## src/rtl/td_detect_pkg.sv

```systemverilog
// rtl/td_detect_pkg.sv - shared types and default windows for the TV standard detector
package td_detect_pkg;

  typedef enum logic [1:0] {STD_NONE, STD_NTSC, STD_PAL} td_std_e;
  typedef enum logic [1:0] {UNLOCKED, ACQUIRE, LOCKED, HOLD} td_state_e;

  localparam int DEF_CNT_W         = 8;
  localparam int DEF_NTSC_MIN      = 4;
  localparam int DEF_NTSC_MAX      = 14;
  localparam int DEF_PAL_MIN       = 20;
  localparam int DEF_PAL_MAX       = 31;
  localparam int DEF_LOCK_FRAMES   = 3;
  localparam int DEF_UNLOCK_FRAMES = 2;
  localparam int DEF_TO_CLKS       = 1 << 20;

endpackage

```

## src/rtl/td_sync_edge.sv

```systemverilog
// rtl/td_sync_edge.sv - two-flop synchroniser with registered rising-edge pulse
module td_sync_edge (
  input  logic clk,
  input  logic rst_n,
  input  logic din,
  output logic level,
  output logic rise
);

  logic s1, s2;

  // rise lands three clocks after the pin edge; level trails s2 by one clock
  always_ff @(posedge clk or negedge rst_n) begin
    if (!rst_n) begin
      s1    <= 1'b0;
      s2    <= 1'b0;
      level <= 1'b0;
      rise  <= 1'b0;
    end else begin
      s1    <= din;
      s2    <= s1;
      level <= s2;
      rise  <= s2 & ~level;
    end
  end

endmodule

```

## src/rtl/td_std_detect.sv

```systemverilog
// rtl/td_std_detect.sv - NTSC/PAL detector: VS-low line count, classification, lock hysteresis, HS timeout
module td_std_detect
  import td_detect_pkg::*;
#(
  parameter int CNT_W         = DEF_CNT_W,
  parameter int NTSC_MIN      = DEF_NTSC_MIN,
  parameter int NTSC_MAX      = DEF_NTSC_MAX,
  parameter int PAL_MIN       = DEF_PAL_MIN,
  parameter int PAL_MAX       = DEF_PAL_MAX,
  parameter int LOCK_FRAMES   = DEF_LOCK_FRAMES,
  parameter int UNLOCK_FRAMES = DEF_UNLOCK_FRAMES,
  parameter int TO_CLKS       = DEF_TO_CLKS
) (
  input  logic             iCLK,
  input  logic             iRST_N,
  input  logic             iTD_HS,
  input  logic             iTD_VS,
  output logic             oTD_Stable,
  output logic             oNTSC,
  output logic             oPAL,
  output logic [CNT_W-1:0] oVS_LINES,
  output logic             oSTD_CHG
);

  localparam logic [CNT_W-1:0] CNT_MAX  = '1;
  localparam logic [CNT_W-1:0] N_LO     = CNT_W'(NTSC_MIN);
  localparam logic [CNT_W-1:0] N_HI     = CNT_W'(NTSC_MAX);
  localparam logic [CNT_W-1:0] P_LO     = CNT_W'(PAL_MIN);
  localparam logic [CNT_W-1:0] P_HI     = CNT_W'(PAL_MAX);
  localparam logic [7:0]       LOCK_N   = 8'(LOCK_FRAMES);
  localparam logic [7:0]       UNLOCK_N = 8'(UNLOCK_FRAMES);
  localparam int               TO_W     = $clog2(TO_CLKS);
  localparam logic [TO_W-1:0]  TO_LAST  = TO_W'(TO_CLKS - 1);

  logic             hs_r, vs_r, vs_lvl, hs_lvl_unused;
  logic [CNT_W-1:0] line_cnt;
  logic [TO_W-1:0]  to_cnt;
  logic [7:0]       match, miss;
  logic [2:0]       prev_triple;
  logic             timeout, locked_c;
  td_std_e          cls, cand, std;
  td_state_e        state;

  td_sync_edge u_hs (.clk(iCLK), .rst_n(iRST_N), .din(iTD_HS), .level(hs_lvl_unused), .rise(hs_r));
  td_sync_edge u_vs (.clk(iCLK), .rst_n(iRST_N), .din(iTD_VS), .level(vs_lvl),        .rise(vs_r));

  always_comb begin
    cls = STD_NONE;
    if (line_cnt >= N_LO && line_cnt <= N_HI)      cls = STD_NTSC;
    else if (line_cnt >= P_LO && line_cnt <= P_HI) cls = STD_PAL;
  end

  // an HS edge in the same cycle ends the timeout so that line is still counted
  assign timeout  = (to_cnt == TO_LAST) && !hs_r;
  assign locked_c = (state == LOCKED) || (state == HOLD);

  always_ff @(posedge iCLK or negedge iRST_N) begin
    if (!iRST_N)              to_cnt <= '0;
    else if (hs_r)            to_cnt <= '0;
    else if (to_cnt != TO_LAST) to_cnt <= to_cnt + 1'b1;
  end

  always_ff @(posedge iCLK or negedge iRST_N) begin
    if (!iRST_N) begin
      state       <= UNLOCKED;
      cand        <= STD_NONE;
      std         <= STD_NONE;
      match       <= '0;
      miss        <= '0;
      line_cnt    <= '0;
      oVS_LINES   <= '0;
      oTD_Stable  <= 1'b0;
      oNTSC       <= 1'b0;
      oPAL        <= 1'b0;
      oSTD_CHG    <= 1'b0;
      prev_triple <= '0;
    end else begin
      if (timeout) begin
        state    <= UNLOCKED;
        match    <= '0;
        miss     <= '0;
        line_cnt <= '0;
      end else if (vs_r) begin
        line_cnt  <= '0;
        oVS_LINES <= line_cnt;
        case (state)
          UNLOCKED: if (cls != STD_NONE) begin
            cand  <= cls;
            match <= 8'd1;
            if (LOCK_N == 8'd1) begin
              state <= LOCKED;
              std   <= cls;
            end else begin
              state <= ACQUIRE;
            end
          end
          ACQUIRE: begin
            if (cls == STD_NONE) begin
              state <= UNLOCKED;
            end else if (cls == cand) begin
              match <= match + 8'd1;
              if (match + 8'd1 >= LOCK_N) begin
                state <= LOCKED;
                std   <= cand;
              end
            end else begin
              cand  <= cls;
              match <= 8'd1;
            end
          end
          LOCKED: if (cls != std) begin
            miss  <= 8'd1;
            state <= (UNLOCK_N == 8'd1) ? UNLOCKED : HOLD;
          end
          default: begin
            if (cls == std) begin
              state <= LOCKED;
              miss  <= '0;
            end else begin
              miss <= miss + 8'd1;
              if (miss + 8'd1 >= UNLOCK_N) state <= UNLOCKED;
            end
          end
        endcase
      end else if (hs_r && !vs_lvl && line_cnt != CNT_MAX) begin
        line_cnt <= line_cnt + 1'b1;
      end

      oTD_Stable  <= locked_c;
      oNTSC       <= locked_c && (std == STD_NTSC);
      oPAL        <= locked_c && (std == STD_PAL);
      prev_triple <= {oTD_Stable, oNTSC, oPAL};
      oSTD_CHG    <= {oTD_Stable, oNTSC, oPAL} != prev_triple;
    end
  end

endmodule

```

## config.mk

```make
export PLATFORM = sky130hd
export DESIGN_NAME = td_std_detect
export DESIGN_NICKNAME = d
export VERILOG_FILES = /design/src/rtl/td_detect_pkg.sv /design/src/rtl/td_sync_edge.sv /design/src/rtl/td_std_detect.sv
export SDC_FILE = /design/constraint.sdc
export NUM_CORES = 1
export LEC_CHECK = 0
export ABC_AREA = 1
export CAP_MARGIN = 15
export CORE_MARGIN = 8
export CORE_UTILIZATION = 38
export DETAILED_ROUTE_END_ITERATION = 16
export HOLD_SLACK_MARGIN = 0.06
export PLACE_DENSITY = 0.6
export SKIP_LAST_GASP = 1
export SYNTH_ARGS = -nofsm -noshare
export SYNTH_HDL_FRONTEND = slang
export SYNTH_SLANG_ARGS = --single-unit
```

## constraint.sdc

```tcl
create_clock -name iCLK -period 2 [get_ports iCLK]
set_input_delay 0.4 -clock iCLK [delete_from_list [all_inputs] [get_ports iCLK]]
set_output_delay 0.4 -clock iCLK [all_outputs]
set_load 0.01 [all_outputs]
```

# Word-level counts from Yosys, hierarchy flattened

Index checks and enable logic that the tools add are counted.

Bits in registers: 73
Bits in latches: 0
Memory bits (writable): 0
Bits in read-only memories: 0
Bits of input ports: 4
Output and inout port bits: 12
Logic and storage cells: 116
Memories: 0

Add/subtract/negate cells: 4
$mul: 0
Div/mod/pow operators: 0
Order comparisons: 6
Eq/ne operators: 21
Shifts and indexed selects: 0
Mux-type cells: 32
Bitwise logic cells: 6
Reduce and logical (&&, ||, !) cells: 26

Operators with widths:

| kind                                                                                 | count |
|---|---|
| 8-bit two-way mux                                                                    | 12 |
| 20-bit two-way mux                                                                   | 2 |
| 8-bit one-hot mux with 2 select lines                                                | 2 |
| 2-bit two-way mux                                                                    | 14 |
| 8-bit by 1-bit adder with 8-bit output (second input constant)                       | 3 |
| 20-bit by 1-bit adder with 20-bit output (second input constant)                     | 1 |
| 20-bit == test (second input constant)                                               | 1 |
| 20-bit != test (second input constant)                                               | 1 |
| 6-bit AND reduction                                                                  | 3 |
| 8-bit by 2-bit greater-or-equal comparator with 1-bit output (second input constant) | 2 |
| 8-bit by 3-bit greater-or-equal comparator with 1-bit output (second input constant) | 1 |
| 8-bit by 5-bit greater-or-equal comparator with 1-bit output (second input constant) | 1 |
| 8-bit by 4-bit less-or-equal comparator with 1-bit output (second input constant)    | 1 |
| 8-bit by 5-bit less-or-equal comparator with 1-bit output (second input constant)    | 1 |
| 4-bit != test (second input constant)                                                | 2 |
| 8-bit != test (second input constant)                                                | 1 |
| 2-bit nonzero test                                                                   | 4 |
| 1-bit logical AND                                                                    | 7 |
| 2-bit == test (second input constant)                                                | 3 |
| 2-bit != test (second input constant)                                                | 3 |
| 3-bit != test (second input constant)                                                | 2 |
| 2-bit one-hot mux with 3 select lines                                                | 1 |
| 3-bit nonzero test                                                                   | 2 |
| 6-bit nonzero test                                                                   | 1 |
| other kinds (16)                                                                     | 24 |

# Longest topological paths before layout

Gate-level depths: netlist of the first run.

Depth in word-level cells: 10
Gate-level depth with buffers: 14
Mapped depth without buffers: 14

# Modules after synthesis

From an unflattened synthesis of the first run, not the netlist that was laid out.

Cell total of the unflattened synthesis: 507
Area, all modules: 3,988.8 um2

By module, submodules not included:

| module        | instances | cells an instance | area each (um2) | seq. area each (um2) |
|---|---|---|---|---|
| td_std_detect | 1         | 495               | 3,768.6         | 1,626.6 |
| td_sync_edge  | 2         | 6                 | 110.1           | 100.1 |

# Least setup slack after synthesis of the first run

OpenSTA, ideal clock, no wires.

Path type: register -> register
From: register to_cnt[0]
To: register state[0]
Setup time: 117 ps
Data arrival time: 1,582 ps
Required time: 1,883 ps
Setup slack: 301 ps
Cell stages (with the launch flop): 14
Buffers on the path: 1
Period minus slack after synthesis: 1,699 ps
Path through: dfrtp_1 -> ha_1 -> inv_1 -> nor2_2 -> nand2_2 -> nor2_2 -> nand3_2 -> buf_6 -> nand3_2 -> inv_1 -> nor2_1 -> nand3_1 -> nand2_1 -> nand2_1

Word-level cells in the longest chain between the ends: 4
Elaborated cells on any way between the ends: 10
Classes of those cells: eq/ne (5); mux (1); reduce/logical (4)

Ends and longest elaborated chain:

| item                                                   | RTL line             | source |
|---|---|---|
| from (decl)                                            | td_std_detect.sv:37  | `logic [TO_W-1:0] to_cnt;` |
| from (signal assigned)                                 | td_std_detect.sv:60  | `else if (to_cnt != TO_LAST) to_cnt <= to_cnt + 1'b1;` |
| 20-bit == test *                                       | td_std_detect.sv:54  | `assign timeout = (to_cnt == TO_LAST) && !hs_r;` |
| 1-bit logical AND *                                    | td_std_detect.sv:54  |  |
| 4-bit != test (no source line) (tied with other cells) | n/a                  |  |
| 6-bit AND reduction (no source line)                   | n/a                  |  |
| to (signal assigned)                                   | td_std_detect.sv:113 | `state <= (UNLOCK_N == 8'd1) ? UNLOCKED : HOLD;` |
| to (decl)                                              | td_std_detect.sv:42  | `td_state_e state;` |

Every way passes the cells marked *; elsewhere a longest branch is shown, timed or not.
A chain may end at the register's enable or synchronous reset.

# Worst setup path in the final report of the first run

Ends and elaborated chain as after synthesis.

==> results of run 1 <==
==> per-stage QoR <==
stage	std cells	hold slack (ns)	setup WS (ns)
2_1_floorplan	490	0.104	0.301
3_3_place_gp	641	0.342	0.150
3_5_place_dp	641	0.339	0.0834
4_1_cts	658	0.358	0.0638
5_1_grt	662	0.371	-0.0177
6_report	662	0.354	0.151
==> final cells by class <==
cell class	instances	area, um2
fillers	1033	5570
flip-flops and latches	73	1830
multi-input cells	340	1780
inverters	70	265
repair buffers	27	253
well taps	136	170
clock buffers	10	138
clock inverters	6	90.1
==> final timing paths <==
path,start,to,slack [ns],cells after the start
max in group asynchronous,iRST_N,line_cnt[1],0.91,3
worst max register to register,to_cnt[0],state[0],0.15,12
worst min-delay path,u_hs.s1,u_hs.s2,0.35,0
worst min register to register,u_hs.s1,u_hs.s2,0.35,0
min in group asynchronous,iRST_N,to_cnt[9],0.52,2
worst max-delay path,to_cnt[0],state[0],0.15,12
==> routing by layer <==
metal	vias up	part of all wire	track usage
met5	-	0	0
met4	0	0.013	0.0683
met3	6	0.031	0.0262
met2	39	0.48	0.214
met1	1515	0.47	0.165
li1	1640	-	-
==> layout by cell type, fill, tap and decap left out, types with 3 or more instances in the layout <==
cell | netlist | routed
sky130_fd_sc_hd__nor2_1 | 57 | 56
sky130_fd_sc_hd__nor2_4 | 3 | 4
sky130_fd_sc_hd__nand2_4 | 2 | 3
sky130_fd_sc_hd__a31oi_1 | 3 | 3
sky130_fd_sc_hd__nand3_1 | 34 | 34
sky130_fd_sc_hd__buf_4 | 0 | 11
sky130_fd_sc_hd__o21ai_0 | 27 | 27
sky130_fd_sc_hd__ha_1 | 7 | 5
sky130_fd_sc_hd__nand2_1 | 121 | 121
sky130_fd_sc_hd__o22ai_1 | 11 | 11
sky130_fd_sc_hd__nand4_1 | 12 | 12
sky130_fd_sc_hd__nand3_2 | 4 | 3
sky130_fd_sc_hd__a21oi_1 | 11 | 10
sky130_fd_sc_hd__xor2_1 | 9 | 9
sky130_fd_sc_hd__dfrtp_1 | 73 | 73
sky130_fd_sc_hd__xnor2_1 | 4 | 4
sky130_fd_sc_hd__nor2_2 | 7 | 7
sky130_fd_sc_hd__clkbuf_8 | 0 | 10
sky130_fd_sc_hd__nand2_2 | 8 | 7
sky130_fd_sc_hd__nor3_1 | 7 | 7
sky130_fd_sc_hd__clkdlybuf4s50_1 | 0 | 14
sky130_fd_sc_hd__inv_1 | 67 | 67
==> power by group through the flow <==
stage | combinational (uW) | sequential (uW) | clock (uW)
3_5_place_dp | 270 | 1630 | 0
6_report | 285 | 1600 | 1320
5_1_grt | 331 | 1610 | 1440
4_1_cts | 272 | 1600 | 1370
3_3_place_gp | 266 | 1630 | 0
2_1_floorplan | 179 | 1610 | 0
==> registers in the layout (all words and copies together), names as in the netlist, 2 cells and up <==
signal / cells
line_cnt: 8
oVS_LINES: 8
miss: 8
to_cnt: 20
std: 2
prev_triple: 3
match: 8
cand: 2
state: 2
==> cell families (layout without fill, tap and decap cells) <==
| group | count (synthesis) | after routing | share of synthesized area |
|---|---|---|---|
| AO/OA/AOI/OAI | 58 | 58 | 0.0842 |
| XOR/XNOR | 13 | 13 | 0.0294 |
| adder cells (fa/ha/maj) | 7 | 7 | 0.0226 |
| buffers and inverters | 77 | 113 | 0.0784 |
| flip-flops | 73 | 73 | 0.471 |
| AND/OR/NAND/NOR | 262 | 262 | 0.314 |
==> what timing repair did <==
action,4_1_cts,5_1_grt
hold buffers,1,0
setup endpoints to repair,0,19
hold endpoints to repair,30,0
buffers inserted,0,4
gates resized for setup,0,7
==> worst max-delay path, delay by kind of cell (launching register included) <==
family	cells	cell delay [ns]
flip-flops	1	0.40
AND/OR/NAND/NOR	11	1.10
adder cells (fa/ha/maj)	1	0.24
==> implementation parameters, run 1 <==
Parameter                              Value

Power
  Switching power of the nets ... 821 uW
  Leakage power of the design ... around 0.0021 uW
  Total Power Consumption ... between 3000 and 4000 uW
  Power per cell area ... between 700 and 800 nW/um2
  Share of total power consumed by net switching ... 0.256
  Logic pwr share ... 0.089
  IR Drop Worst-Case VDD ... 444 uV
  Int Pwr ... 2390 uW
  Part of the total power dissipated in the clock network ... 0.413
  Share of total power in sequential cells ... 0.499

Detailed routing
  Post-detailed-route wirelength per cell ... around 12 um
  DR iter-0 viols ... 168
  Via count ... 3200
  DRC violation count after routing ... 0
  Aggregate routed wire length ... 8150 um
  Length of the first detailed-routing pass in iterations ... 4
  Routed vias/inst ... roughly 4.8
  Antenna Violating Nets Remaining ... 0

Critical path
  Classification of the worst setup path ... reg -> reg
  Worst setup SP type ... flip-flop
  Slowest-stage cell, CP ... sky130_fd_sc_hd__dfrtp_1
  Cell repeated most along the worst path ... sky130_fd_sc_hd__nand2_1
  Arrival time at the worst endpoint ... between 2 and 2.5 ns
  Worst Path Required ... between 2 and 2.5 ns
  Crit-path max cell delay ... 0.40 ns
  Kind of capture point of the worst setup path ... flip-flop
  List of cells traversed by the critical path ... ha_2 -> nand3_2 -> nor2_4 -> nand2_4 -> nor3_4 -> nand2_4 -> nor2_2 -> nor2_1 -> nand2_1 -> nand3_1 -> nand2_1 -> nand2_1
  Largest fanout of any net on the critical path ... 8

Synthesis
  Area share of the leading cell type in the synthesized netlist ... 0.471
  Top flip-flop cell by instance count after synthesis ... sky130_fd_sc_hd__dfrtp_1
  Warnings, synthesis ... 0
  Most repeated cell in the gate-level netlist after synthesis ... sky130_fd_sc_hd__nand2_1
  Leading area contributor after synthesis ... sky130_fd_sc_hd__dfrtp_1
  Nets in the synthesized netlist ... about 500
  Yosys reg bits ... 73
  Number of cells produced by synthesis ... 490
  Sequential cell area fraction in the yosys report ... 0.471
  Library cells used by synthesis ... 37
  Post-synth top cells ... sky130_fd_sc_hd__nand2_1, sky130_fd_sc_hd__dfrtp_1, sky130_fd_sc_hd__inv_1, sky130_fd_sc_hd__nor2_1, sky130_fd_sc_hd__nand3_1
  Synthesized area ... 3880 um2
  Largest cells by area after synthesis ... sky130_fd_sc_hd__dfrtp_1, sky130_fd_sc_hd__nand2_1, sky130_fd_sc_hd__inv_1
  Number of enable-type register cells in the synthesized netlist ... 0
  Async set-or-reset flop fraction in the synthesized netlist ... 1.00
  Post-Synthesis Mean Instance Area ... a little under 8 um2

Die
  Ports ... 16
  Die H ... 117 um
  Initial Util ... 0.384
  Area of the core ... slightly above 10000 um2
  FP Rows ... 37
  Horizontal die dimension ... ~120 um
  Die outline area ... 13700 um2

Global route
  Number of antenna violations at the first check in global routing ... 0
  Largest net degree at the start of global routing ... 44
  Grt ovf ... 0
  Overall global routing resource usage ... 0.132
  Number of global-route vias before repair ... 3051
  Wire length of the first global-routing pass ... around 14000 um

Timing
  Count of endpoints failing setup in the final report ... 0
  Pin slew with the least headroom to its limit ... 0.464 ns
  Number of hold-slack violations in the final timing report ... 0
  Slew headroom ... 0.690
  Ratio of final minimum period to clock period ... 0.925
  RSZ-0062 raised after global routing ... true
  Period minus WS final ... roughly 1.8 ns
  Fmax ... 541 MHz
  Number of pins exceeding their max-slew limit in the final report ... 0
  Total negative setup slack ... 0 ns
  Fin Clk Skew ... 0.00670 ns

Layout
  Core Util, Final ... 0.448
  Area growth from synthesis to final layout ... 16.5%
  Net count of the finished layout ... 532
  Cell area after layout ... between 4000 and 5000 um2
  Diodes inserted ... 0
  Share of final-layout standard cells stronger than drive strength 1 ... 0.118

Job
  Max-cap violations ... 0

Placed design
  Estimated wirelength of the detail-placed design ... 5850 um
  Post-Place Cell Area ... about 4200 um2
  Routability cong. ... between 0.8 and 0.9
  Number of I/O port buffers ... 15

Status
  Run status ... finished, final reports clean

Clock tree
  Later-pin clock latency in the skew report ... 0.36 ns
  Num CTS Buffers ... 9
  Number of sinks driven by the clock tree ... 73
  CTS max path bufs ... 2
  Number of H-tree levels ... 3
  Clock tree from TritonCTS ... done
  CTS Root Buffer Type ... sky130_fd_sc_hd__clkbuf_8
  Clock edge transition at the registers on the reported setup and hold paths ... 0.08 ns

Min path
  Path category of the worst min-delay check ... reg -> reg
No activity file was read; power rests on OpenSTA's default activity.
==> inputs of run 2 (changes only) <==
--- a/config.mk
+++ b/config.mk
@@ -8,11 +8,12 @@
 export ABC_AREA = 1
 export CAP_MARGIN = 15
 export CORE_MARGIN = 8
-export CORE_UTILIZATION = 38
+export CORE_UTILIZATION = 33
 export DETAILED_ROUTE_END_ITERATION = 16
 export HOLD_SLACK_MARGIN = 0.06
-export PLACE_DENSITY = 0.6
+export PLACE_DENSITY = 0.55
 export SKIP_LAST_GASP = 1
+export SLEW_MARGIN = 30
 export SYNTH_ARGS = -nofsm -noshare
 export SYNTH_HDL_FRONTEND = slang
 export SYNTH_SLANG_ARGS = --single-unit
==> constraint.sdc (replaced) <==
create_clock -name iCLK -period 1.9 [get_ports iCLK]
set_input_delay 0.38 -clock iCLK [delete_from_list [all_inputs] [get_ports iCLK]]
set_output_delay 0.38 -clock iCLK [all_outputs]
set_load 0.01 [all_outputs]
==> implementation parameters, run 2 (synthesis results as in run 1) <==
Parameter                              Value

Job
  Max-cap violations ... 0 (unchanged)

Global route
  Largest net degree at the start of global routing ... 33 (-25%)
  Grt ovf ... 0 (unchanged)
  Number of global-route vias before repair ... 3118 (+2.2%)
  Wire length of the first global-routing pass ... 14600 um (+3.0%)
  Number of antenna violations at the first check in global routing ... 0 (unchanged)
  Overall global routing resource usage ... 0.113 (-0.0196)

Critical path
  Worst Path Required ... 2.12 ns (-0.13 ns)
  Reg2reg start ... to_cnt[1]
  Worst reg2reg path depth ... 12 (unchanged)
  Kind of capture point of the worst setup path ... flip-flop
  Worst-case register-to-register setup slack ... 0.06 ns (-0.09 ns)
  Worst setup SP type ... flip-flop
  Arrival time at the worst endpoint ... 2.06 ns (-0.04 ns)
  Largest fanout of any net on the critical path ... 6 (-2)
  Reg2Reg Capture Point ... state[0]
  Classification of the worst setup path ... reg -> reg

Timing
  Fmax ... 543 MHz (+0.32%)
  Count of endpoints failing setup in the final report ... 0 (unchanged)
  Ratio of final minimum period to clock period ... 0.970 (+0.0456)
  Pin slew with the least headroom to its limit ... 0.508 ns (+0.0442 ns)
  Number of pins exceeding their max-slew limit in the final report ... 0 (unchanged)
  Setup WS post-layout ... 0.0568 ns (-0.0941 ns)
  Period minus WS final ... 1.84 ns (-0.00586 ns)
  Slew headroom ... 0.660 (-0.0296)
  Number of hold-slack violations in the final timing report ... 0 (unchanged)
  Fin Clk Skew ... 0.00431 ns (-0.00239 ns)
  RSZ-0062 raised after global routing ... true

Layout
  Final cell count without fillers ... 692 (+4.5%)
  Leading cell type in the layout, fill and taps excluded ... sky130_fd_sc_hd__nand2_1
  Diodes inserted ... 0 (unchanged)
  Filler cells ... 1127 (+9.1%)
  Most used cells in the layout excluding fill and tap cells ... sky130_fd_sc_hd__nand2_1, sky130_fd_sc_hd__dfrtp_1, sky130_fd_sc_hd__inv_1
  Register name with the most flops ... to_cnt
  Area growth from synthesis to final layout ... 25.6%
  Core Util, Final ... 0.425 (-0.0231)
  Largest register FFs ... 20 (unchanged)
  Net count of the finished layout ... 555 (+4.3%)
  Share of final-layout standard cells stronger than drive strength 1 ... 0.186 (+0.0679)

Clock tree
  CTS max path bufs ... 2 (unchanged)
  Number of sinks driven by the clock tree ... 73 (unchanged)
  Num CTS Buffers ... 9 (unchanged)
  Later-pin clock latency in the skew report ... 0.33 ns (-0.03 ns)
  Number of H-tree levels ... 3 (unchanged)
  CTS Root Buffer Type ... sky130_fd_sc_hd__clkbuf_16
  Clock tree from TritonCTS ... done
  Clock edge transition at the registers on the reported setup and hold paths ... 0.05 ns (-0.03 ns)

Detailed routing
  Length of the first detailed-routing pass in iterations ... 4 (unchanged)
  Aggregate routed wire length ... 8700 um (+6.7%)
  Post-detailed-route wirelength per cell ... 12.6 um (+2.1%)
  Routed vias/inst ... 4.72 (-2.5%)
  Via count ... 3263 (+2.0%)
  DRC violation count after routing ... 0 (unchanged)
  DR iter-0 viols ... 212 (+26%)
  Antenna Violating Nets Remaining ... 0 (unchanged)

Placed design
  Routability cong. ... 0.868 (-1.8%)
  Placed Cells ... 662 (+3.3%)
  Number of I/O port buffers ... 15 (unchanged)
  Dpl ws ... 0.0315 ns (-0.0519 ns)
  Estimated wirelength of the detail-placed design ... 6190 um (+5.8%)

Die
  Initial Util ... 0.338 (-0.0461)
  Die H ... 124 um (+6.3%)
  Area of the core ... 11500 um2 (+14%)
  FP Rows ... 39 (+5.4%)
  Die outline area ... 15500 um2 (+13%)
  Ports ... 16 (unchanged)
  Horizontal die dimension ... 124 um (+6.3%)

Min path
  Path category of the worst min-delay check ... reg -> reg
  Source of the worst hold timing path ... u_vs.s1
  End of the worst hold path ... u_vs.s2
  Worst hold path stage count ... 0 (unchanged)

Power
  Power per cell area ... 764 nW/um2 (+7.5%)
  Leakage power of the design ... 0.00225 uW (+6.8%)
  IR Drop Worst-Case VDD ... 459 uV (+3.4%)

Status
  Run status ... finished, final reports clean
run 2: changes by cell type in the layout (fill, tap and decap cells not counted), moves of 4 or more:
cell,before,now
sky130_fd_sc_hd__nand2_2,7,11
sky130_fd_sc_hd__clkbuf_16,0,9
sky130_fd_sc_hd__nor2_2,7,13
sky130_fd_sc_hd__nor2_1,56,48
sky130_fd_sc_hd__buf_4,11,33
sky130_fd_sc_hd__nand2_1,121,117
sky130_fd_sc_hd__clkbuf_8,10,1
run 2: layout make-up:
cell class                 count  area [um2]  share of cell area
clock buffer                  13         250              0.0514
sequential                    73        1830               0.376
inverter                      70         265              0.0545
tap                          143         179              0.0368
timing repair buffer          50         423              0.0869
clock inverter                 3        40.0             0.00822
multi-input combinational    340        1880               0.386
run 2: timing repair:
item | in CTS | in global routing
hold buffers | 1 | 0
setup buffers | 0 | 13
setup endpoints to repair | 0 | 27
hold endpoints to repair | 29 | 0
resized for setup | 0 | 34
run 2: metrics by stage:
| step | area [um2] | setup TNS (ns) | total power (uW) | hold WS, ns |
|---|---|---|---|---|
| after floorplan | 3880 | 0 | 1890 | 0.0844 |
| after global placement | 4340 | 0 | 2020 | 0.333 |
| after detailed placement | 4340 | 0 | 2030 | 0.337 |
| after CTS | 4640 | 0 | 3710 | 0.349 |
| after global routing | 4870 | -0.225 | 3880 | 0.352 |
| final | 4870 | 0 | 3720 | 0.347 |
run 2: layer usage:
layer / global-route usage / share of wire
met5: 0 / 0
met1: 0.145 / 0.49
met4: 0.0468 / 0.014
met3: 0.0306 / 0.034
met2: 0.174 / 0.46
run 2: worst max-delay path by stage:
stage	start	slack [ns]	endpoint	cells after the start
final	to_cnt[1]	0.06	state[0]	12
after global routing	to_cnt[1]	-0.06	state[1]	12
after CTS	to_cnt[1]	0.01	state[1]	12
after detailed placement	to_cnt[1]	0.03	state[1]	12
after global placement	line_cnt[6]	0.08	state[1]	10
after floorplan	to_cnt[0]	0.20	state[0]	13
run 2: where the power goes:
group	total, uW	internal, uW	switching (uW)
registers	1700	1620	83.2
clock network	1660	1050	614
logic	354	149	205
total	3720	2820	902
run 2: critical path: stages, from the launching register on:
cell	delay (ns)
sky130_fd_sc_hd__dfrtp_1	0.39
sky130_fd_sc_hd__ha_4	0.18
sky130_fd_sc_hd__nand3_4	0.09
sky130_fd_sc_hd__nor2_4	0.15
sky130_fd_sc_hd__nand2_4	0.09
sky130_fd_sc_hd__nor3_4	0.24
sky130_fd_sc_hd__nand2_4	0.11
sky130_fd_sc_hd__nor2_4	0.15
sky130_fd_sc_hd__nor2_2	0.05
sky130_fd_sc_hd__nand2_2	0.09
sky130_fd_sc_hd__nand3_2	0.08
sky130_fd_sc_hd__nand2_1	0.06
sky130_fd_sc_hd__nand2_1	0.05
